===== config.mk =====
export PLATFORM = sky130hd
export DESIGN_NAME = hazard_control_unit
export DESIGN_NICKNAME = d
export VERILOG_FILES = /design/src/rtl/hazard_control_unit.sv
export SDC_FILE = /design/constraint.sdc
export NUM_CORES = 1
export LEC_CHECK = 0
export BUFFER_PORTS_ARGS = -buffer_cell sky130_fd_sc_hd__buf_2
export CAP_MARGIN = 10
export CORE_ASPECT_RATIO = 0.75
export CORE_MARGIN = 5
export CORE_UTILIZATION = 50
export CTS_BUF_LIST = sky130_fd_sc_hd__clkbuf_16
export DETAILED_ROUTE_END_ITERATION = 10
export HOLD_SLACK_MARGIN = 0.12
export PLACE_DENSITY = 0.79
export REMOVE_ABC_BUFFERS = 1
export SLEW_MARGIN = 20
export SYNTH_ARGS = -nofsm -noshare
export SYNTH_HDL_FRONTEND = slang
export SYNTH_SLANG_ARGS = --single-unit

===== constraint.sdc =====
create_clock -name clk -period 3 [get_ports clk]
set_input_delay 0 -clock clk [delete_from_list [all_inputs] [get_ports clk]]
set_output_delay 0 -clock clk [all_outputs]
set_load 0.02 [all_outputs]

===== src/rtl/hazard_control_unit.sv =====
// Hazard control unit for the five-stage LC-3b pipeline.
//
// Decides, every cycle, which pipeline registers advance, whether ID/EX takes
// a bubble, and whether the front of the pipe is flushed after a redirect.
// All control outputs are combinational from the inputs and current state.
// The only other outputs are the registered imem_hold flag and a saturating
// count of cycles in which the PC did not load.
//
// Ports:
//   clk, reset                      clock, synchronous active-high reset
//   id_sr1/id_sr2, id_uses_sr1/2    ID-stage source registers and their use
//   exec_mem_read, exec_reg_write   EX instruction is a load / writes a reg
//   exec_dest                       EX destination register
//   imem_read, imem_resp            fetch request / I-cache response
//   dmem_read/write, dmem_resp      MEM-stage request / D-cache response
//   mem_br_taken                    redirect resolved in MEM
//   load_pc .. load_mem_wb          pipeline-register load enables
//   bubble_id_ex                    ID/EX loads a NOP
//   flush                           IF/ID, ID/EX, EX/MEM load NOPs
//   imem_hold                       fetched word is being held; do not reissue
//   stall_cycles                    saturating count of cycles with load_pc=0
module hazard_control_unit (
  input  logic        clk,
  input  logic        reset,
  input  logic [2:0]  id_sr1,
  input  logic [2:0]  id_sr2,
  input  logic        id_uses_sr1,
  input  logic        id_uses_sr2,
  input  logic        exec_mem_read,
  input  logic        exec_reg_write,
  input  logic [2:0]  exec_dest,
  input  logic        imem_read,
  input  logic        imem_resp,
  input  logic        dmem_read,
  input  logic        dmem_write,
  input  logic        dmem_resp,
  input  logic        mem_br_taken,
  output logic        load_pc,
  output logic        load_if_id,
  output logic        load_id_ex,
  output logic        load_ex_mem,
  output logic        load_mem_wb,
  output logic        bubble_id_ex,
  output logic        flush,
  output logic        imem_hold,
  output logic [15:0] stall_cycles
);

  typedef enum logic [1:0] {
    StRun,
    StMemWait,
    StFlushRecover
  } state_e;

  state_e      r_state;
  state_e      w_state_next;
  logic        r_imem_done;
  logic        w_imem_done_next;
  logic [15:0] r_stall_cnt;

  logic w_dbusy;
  logic w_ibusy;
  logic w_load_use;
  logic w_sr1_hit;
  logic w_sr2_hit;
  logic w_recovering;

  // A fetch that already returned while the pipe was frozen is not busy again.
  assign w_dbusy      = (dmem_read | dmem_write) & ~dmem_resp;
  assign w_ibusy      = imem_read & ~imem_resp & ~r_imem_done;
  assign w_sr1_hit    = id_uses_sr1 & (id_sr1 == exec_dest);
  assign w_sr2_hit    = id_uses_sr2 & (id_sr2 == exec_dest);
  assign w_load_use   = exec_mem_read & exec_reg_write & (w_sr1_hit | w_sr2_hit);
  assign w_recovering = (r_state == StFlushRecover);

  always_comb begin
    load_pc      = 1'b1;
    load_if_id   = 1'b1;
    load_id_ex   = 1'b1;
    load_ex_mem  = 1'b1;
    load_mem_wb  = 1'b1;
    bubble_id_ex = 1'b0;
    flush        = 1'b0;
    w_state_next = StRun;

    if (reset) begin
      w_state_next = StRun;
    end else if (w_dbusy || w_ibusy) begin
      // Memory stall freezes the whole pipe, including any pending redirect.
      load_pc      = 1'b0;
      load_if_id   = 1'b0;
      load_id_ex   = 1'b0;
      load_ex_mem  = 1'b0;
      load_mem_wb  = 1'b0;
      w_state_next = StMemWait;
    end else if (!w_recovering && mem_br_taken) begin
      flush        = 1'b1;
      w_state_next = StFlushRecover;
    end else if (!w_recovering && w_load_use) begin
      // Hold IF and ID one cycle; the load advances and a NOP enters EX.
      load_pc      = 1'b0;
      load_if_id   = 1'b0;
      bubble_id_ex = 1'b1;
      w_state_next = StRun;
    end else begin
      // In the recovery cycle ID holds a squashed NOP, so hazards are ignored.
      w_state_next = StRun;
    end
  end

  always_comb begin
    w_imem_done_next = r_imem_done;
    if (load_if_id || flush) begin
      w_imem_done_next = 1'b0;
    end else if (imem_resp) begin
      w_imem_done_next = 1'b1;
    end
  end

  always_ff @(posedge clk) begin
    if (reset) begin
      r_state     <= StRun;
      r_imem_done <= 1'b0;
      r_stall_cnt <= 16'h0000;
    end else begin
      r_state     <= w_state_next;
      r_imem_done <= w_imem_done_next;
      if (!load_pc && (r_stall_cnt != 16'hFFFF)) begin
        r_stall_cnt <= r_stall_cnt + 16'h0001;
      end
    end
  end

  // Gated by reset so the flag reads 0 before the first reset edge lands.
  assign imem_hold    = r_imem_done & ~reset;
  assign stall_cycles = r_stall_cnt;

endmodule


* Yosys cells after proc, flatten, opt, wreduce, memory -nomap -nowiden *
Cells that the tools add are included.

word-level totals
  register bits after elaboration = 19
  input bits = 21
  output and inout bits = 24
  logic and storage cells = 47

cells by class
  add/subtract/negate cells = 1
  eq/ne operators = 4
  mux-type cells = 15
  bitwise gates (word level) = 14
  reductions and logical operators = 9

operator list
  operator                 number
  $add A16 B1 Y16 const B  1
  $ne A16 B16 Y1 const B   1
  $mux W1                  14
  $and A1 B1 Y1            8
  $eq A3 B3 Y1             2
  $not A1 Y1               4
  $reduce_or A2 Y1         2
  $logic_and A1 B1 Y1      3
  $eq A2 B2 Y1 const B     1
  $logic_not A1 Y1         2
  $logic_or A1 B1 Y1       2
  $mux W2                  1
  $or A1 B1 Y1             2

* Logic depth before layout (Yosys ltp) *
  depth in word-level cells = 11
  gate-level depth with buffers = 9
  gate-level depth less buffers = 7

* Worst setup path after synthesis *
Ideal clock, no wire load.

  path type = flip-flop to flip-flop
  start = reg r_stall_cnt[0] (netlist: stall_cycles[0])
  end = reg r_stall_cnt[1] (netlist: stall_cycles[1])
  setup time = 128 ps
  data arrival time = 1867 ps
  required time = 2872 ps
  slack = 1006 ps
  stages on the path, launching flop included = 10
  buffers on the path = 2
  clock period less this slack = 1994 ps
  cell sequence = dfxtp_1 > ha_1 > nand2_1 > nor4_1 > nand3_1 > o21ai_2 > buf_6 > buf_2 > mux2i_1 > nor2_1

between the ends
  word-level cells in the longest chain between the ends = 2
  elaborated cells between the ends (all ways) = 3
  classes of those cells = add/sub: 1; eq/ne: 1; reduce/logical: 1

RTL lines
  item                                                     RTL line  source
  from (decl)                                              59        logic [15:0] r_stall_cnt;
  from (signal assigned)                                   129       r_stall_cnt <= r_stall_cnt + 16'h0001;
  branches (longest 2 deep; another with $add A16 B1 Y16)  n/a

Several ways; the timed one is not identified.
A chain may end at the register's enable or synchronous reset.

* Final worst setup path *
  start = in mem_br_taken
  end = reg r_stall_cnt[15] (netlist: stall_cycles[15])

between the ends
  word-level cells in the longest chain between the ends = 6

RTL lines
  item                 RTL line  source
  from (decl)          37        input logic mem_br_taken,
  $logic_and A1 B1 Y1  96        end else if (!w_recovering && mem_br_taken) begin
  $mux W1              96
  $mux W1              88        end else if (w_dbusy || w_ibusy) begin
  $mux W1              86        if (reset) begin
  $logic_not A1 Y1     128       if (!load_pc && (r_stall_cnt != 16'hFFFF)) begin
  $logic_and A1 B1 Y1  128

No other way between the ends.

==> results.txt <==
* Post-cts repair resize count: 0
- HPWL after detailed placement: between 1.5 and 2 mm
- Total congestion overflow after global routing: 0
- Clock-pin slew was measured on the worst setup and hold paths at roughly 0.050 ns.
- Of the cells placed in the final design, the portion with a size suffix greater than 1 is between 30% and 40%.
- After routing the design area is ~0.0014 mm².
- Of the available clock period, the critical path in the final layout requires about 72%.
* Skew final: around 0.0012 ns
* Setup slack at placement: about 0.9 ns
- Buffers added to address setup during post-CTS repair amount to 0.
- Worst setup slack after layout: ~0.83 ns
- Data on the critical path is required at its endpoint by around 3.1 ns.
- TritonCTS buffer count: 3
- Sequential share of the synthesized area: 36.3%
- The routed design could run at a clock period as short as roughly 2.2 ns.
- I/O pin count: 45
- Slew at the pin with the worst max-slew slack: a little over 0.7 ns
- CP Cell Sequence: dlygate4sd3_1 -> buf_2 -> or4_4 -> a21oi_4 -> o21ai_2 -> nor4_1 -> mux2_2
* Peak supply drop: about 460 µV
- Critical path peak fanout: 20
* Number of DRC violations after detailed-routing iteration 0: 54
- In this run, distinct cell masters in the synthesized netlist total 34.
- The run finished with clean final reports.
- Final hold analysis gives a worst-case slack of approximately 0.15 ns.
- The final-report max-slew violation count came to 0.
- Summing all placed instances gives a cell area of ~0.0013 mm².
- Peak clock frequency supported by timing: approximately 460 MHz
* Final-report hold violation count: 0
- CP Data Arrival Time: around 2.3 ns
- WL final: about 2.5 mm
- Crit end category: register
* Peak per-stage delay on the critical path: between 0.5 and 0.6 ns
- Die area: between 0.003 and 0.004 mm²
* Inserted Diodes: 0
- Once detail routing completed, the nets flagged for antenna violations numbered 0.
* Crit start category: primary input
- Initial Util: between 50% and 60%
- Dividing total power by cell area gives a power density of ~450 mW/mm².
- The initial antenna violation count was 0.
* Sinks on the clock net: 19
- Overall die width: around 63 µm
- The worst register-to-register path has a setup slack of ~0.89 ns.
* Maximum number of buffers from clock root to sink: 2
* Wire per inst: approximately 13 µm
- The congestion estimate from routability-driven global placement came to 0.729.
- In this run the number of H-tree levels came out at 1.
- Input and output buffers added on the ports amount to 44.
* Placement row count: 14
- Setup repair after global routing left no endpoint under its margin.
- DR DRC count: 0
- Mean Syn Cell Area: between 8 and 9 µm²
- Counting every instance in the synthesized netlist gives approximately 120.
- Across every metal layer, demand over resource in global routing totals between 15 and 20%.
- Yosys printed 0 warnings.
- Area overhead of the layout relative to synthesis: 28.9%
- Clock latency on the worst-skew pair, taken at its later pin, is roughly 0.25 ns.
* Number of nets at the end of the flow: about 190
* Commonest non-fill, non-tap cells in the layout: sky130_fd_sc_hd__buf_2 (44), sky130_fd_sc_hd__dfxtp_1 (19), sky130_fd_sc_hd__nor2_1 (12)
* Most common cell after layout, fill and taps aside: sky130_fd_sc_hd__buf_2
- Clock tree from TritonCTS: built
* Number of global-route vias before repair: 920
- Cell at the root of the clock tree: sky130_fd_sc_hd__clkbuf_16
- Summed over all cells, the static leakage comes to ~0.56 nW.
- CP max stage cell: sky130_fd_sc_hd__or4_4
- Fillers: 177
- Overall die height: a little under 50 µm
- Register bit count reported by yosys: 19
* Drt via density: roughly 5.4
* Count of endpoints failing setup in the final report: 0
- The tightest min-delay check is of the in2reg type.
- The worst pin sits at a relative slew slack of 51.9%.
* Largest net degree at the start of global routing: 25
* Placeable core region: about 0.002 mm²
- Before antenna repair, the detailed router went through 4 iterations.
* Final setup TNS: 0 ns
- The tool flagged a number of max-cap violations equal to 0.
- The critical path in this run is classified as in2reg.
* Seq. cell area: 380 µm²
- Summing all multi-input logic gate instances after layout gives between 600 and 700 µm².
- Global-route wire length before repair: between 4 and 5 mm
- The mapped netlist covers 0.00105 mm².
* Total number of vias: about 1,000
==> Yosys cell counts <==
cell type	n	area share, %
sky130_fd_sc_hd__ha_1	1	1.2
sky130_fd_sc_hd__dfxtp_1	19	36
sky130_fd_sc_hd__nand3_1	6	2.9
sky130_fd_sc_hd__clkbuf_1	2	0.72
sky130_fd_sc_hd__nor2b_4	1	1.3
sky130_fd_sc_hd__mux2i_1	3	2.9
sky130_fd_sc_hd__nand4_1	4	2.4
sky130_fd_sc_hd__o31ai_1	5	3.6
sky130_fd_sc_hd__and2_1	1	0.60
sky130_fd_sc_hd__nor2_1	12	4.3
sky130_fd_sc_hd__or4_4	1	1.1
sky130_fd_sc_hd__buf_2	1	0.48
sky130_fd_sc_hd__o211ai_1	1	0.72
sky130_fd_sc_hd__buf_4	3	2.2
sky130_fd_sc_hd__and4bb_2	2	2.4
sky130_fd_sc_hd__nand2b_1	2	1.2
sky130_fd_sc_hd__or4_1	4	2.9
sky130_fd_sc_hd__mux2_2	3	3.2
sky130_fd_sc_hd__xor2_1	2	1.7
sky130_fd_sc_hd__o21ai_0	4	1.9
sky130_fd_sc_hd__buf_6	1	1.1
sky130_fd_sc_hd__a21oi_1	6	2.9
sky130_fd_sc_hd__o21ai_2	1	0.84
sky130_fd_sc_hd__nor2b_1	5	3.0
sky130_fd_sc_hd__nor3_1	2	0.96
sky130_fd_sc_hd__nand2_1	6	2.2
sky130_fd_sc_hd__xnor2_1	6	5.0
sky130_fd_sc_hd__and3_1	2	1.2
sky130_fd_sc_hd__nor4_1	4	2.4
sky130_fd_sc_hd__a2bb2oi_1	1	0.84
sky130_fd_sc_hd__or3_1	3	1.8
sky130_fd_sc_hd__a21oi_4	1	1.6
sky130_fd_sc_hd__inv_1	5	1.8
sky130_fd_sc_hd__a211oi_1	1	0.72
==> flip-flops by register name, indices dropped and copies added (netlist names) <==
| name | count |
|---|---|
| r_imem_done | 1 |
| r_state | 2 |
| stall_cycles | 16 |
==> where the power goes <==
group	switching, mW	internal, mW	total (mW)
registers	0.00499	0.258	0.262
clock network	0.0901	0.177	0.267
logic	0.0413	0.0321	0.0734
total	0.136	0.467	0.603
==> routing by layer <==
layer | wire length, µm | part of all wire, % | vias up | track usage, %
met5 | 0 | 0 | - | 0
met4 | 27 | 1.1 | 0 | 4.95
met3 | 101 | 4.1 | 4 | 5.68
met2 | 1250 | 51 | 21 | 28.1
met1 | 1080 | 44 | 475 | 19.2
li1 | - | - | 520 | -
==> stage by stage <==
| step | util [%] | power [mW] | std cells |
|---|---|---|---|
| 2_1_floorplan | - | 0.307 | 114 |
| 3_3_place_gp | 62.7 | 0.337 | 182 |
| 3_5_place_dp | 62.7 | 0.340 | 182 |
| 4_1_cts | 67.6 | 0.608 | 188 |
| 5_1_grt | 67.6 | 0.630 | 188 |
| 6_report | 67.6 | 0.603 | 188 |
==> what timing repair did <==
item / in CTS / in global routing
hold buffers: 2 / 0
setup endpoints to repair: 0 / 0
endpoints found under the hold margin: 2 / 0
==> final timing paths <==
check,startpoint,end,cells after the start
worst max-delay path,mem_br_taken,stall_cycles[15],7
worst max register to register,r_state[1],stall_cycles[15],6
worst min-delay path,reset,stall_cycles[2],2
worst min register to register,stall_cycles[9],stall_cycles[9],2
==> worst max-delay path, delay by kind of cell <==
kind | cells | cell delay, ns
simple gates | 2 | 0.87
buf+inv | 2 | 0.66
mux | 1 | 0.36
compound gates | 2 | 0.40
==> cell families (layout without fill, tap and decap cells) <==
group | after synthesis | count (layout) | synth area share (%)
buffers and inverters | 12 | 55 | 6.21
adder cells (fa/ha/maj) | 1 | 1 | 1.19
flip-flops | 19 | 19 | 36.3
multiplexers | 6 | 6 | 6.09
AO/OA/AOI/OAI | 20 | 20 | 13.0
AND/OR/NAND/NOR | 55 | 55 | 30.5
XOR/XNOR | 8 | 8 | 6.69
==> cell type report <==
type	instances	share of cell area, %
clock buffer	3	5.56
clock inverter	1	0.278
inverter	5	1.39
multi-input combinational	90	44.6
sequential	19	28.2
tap	24	2.22
timing repair buffer	46	17.8
(Power assumes the default switching activity.)
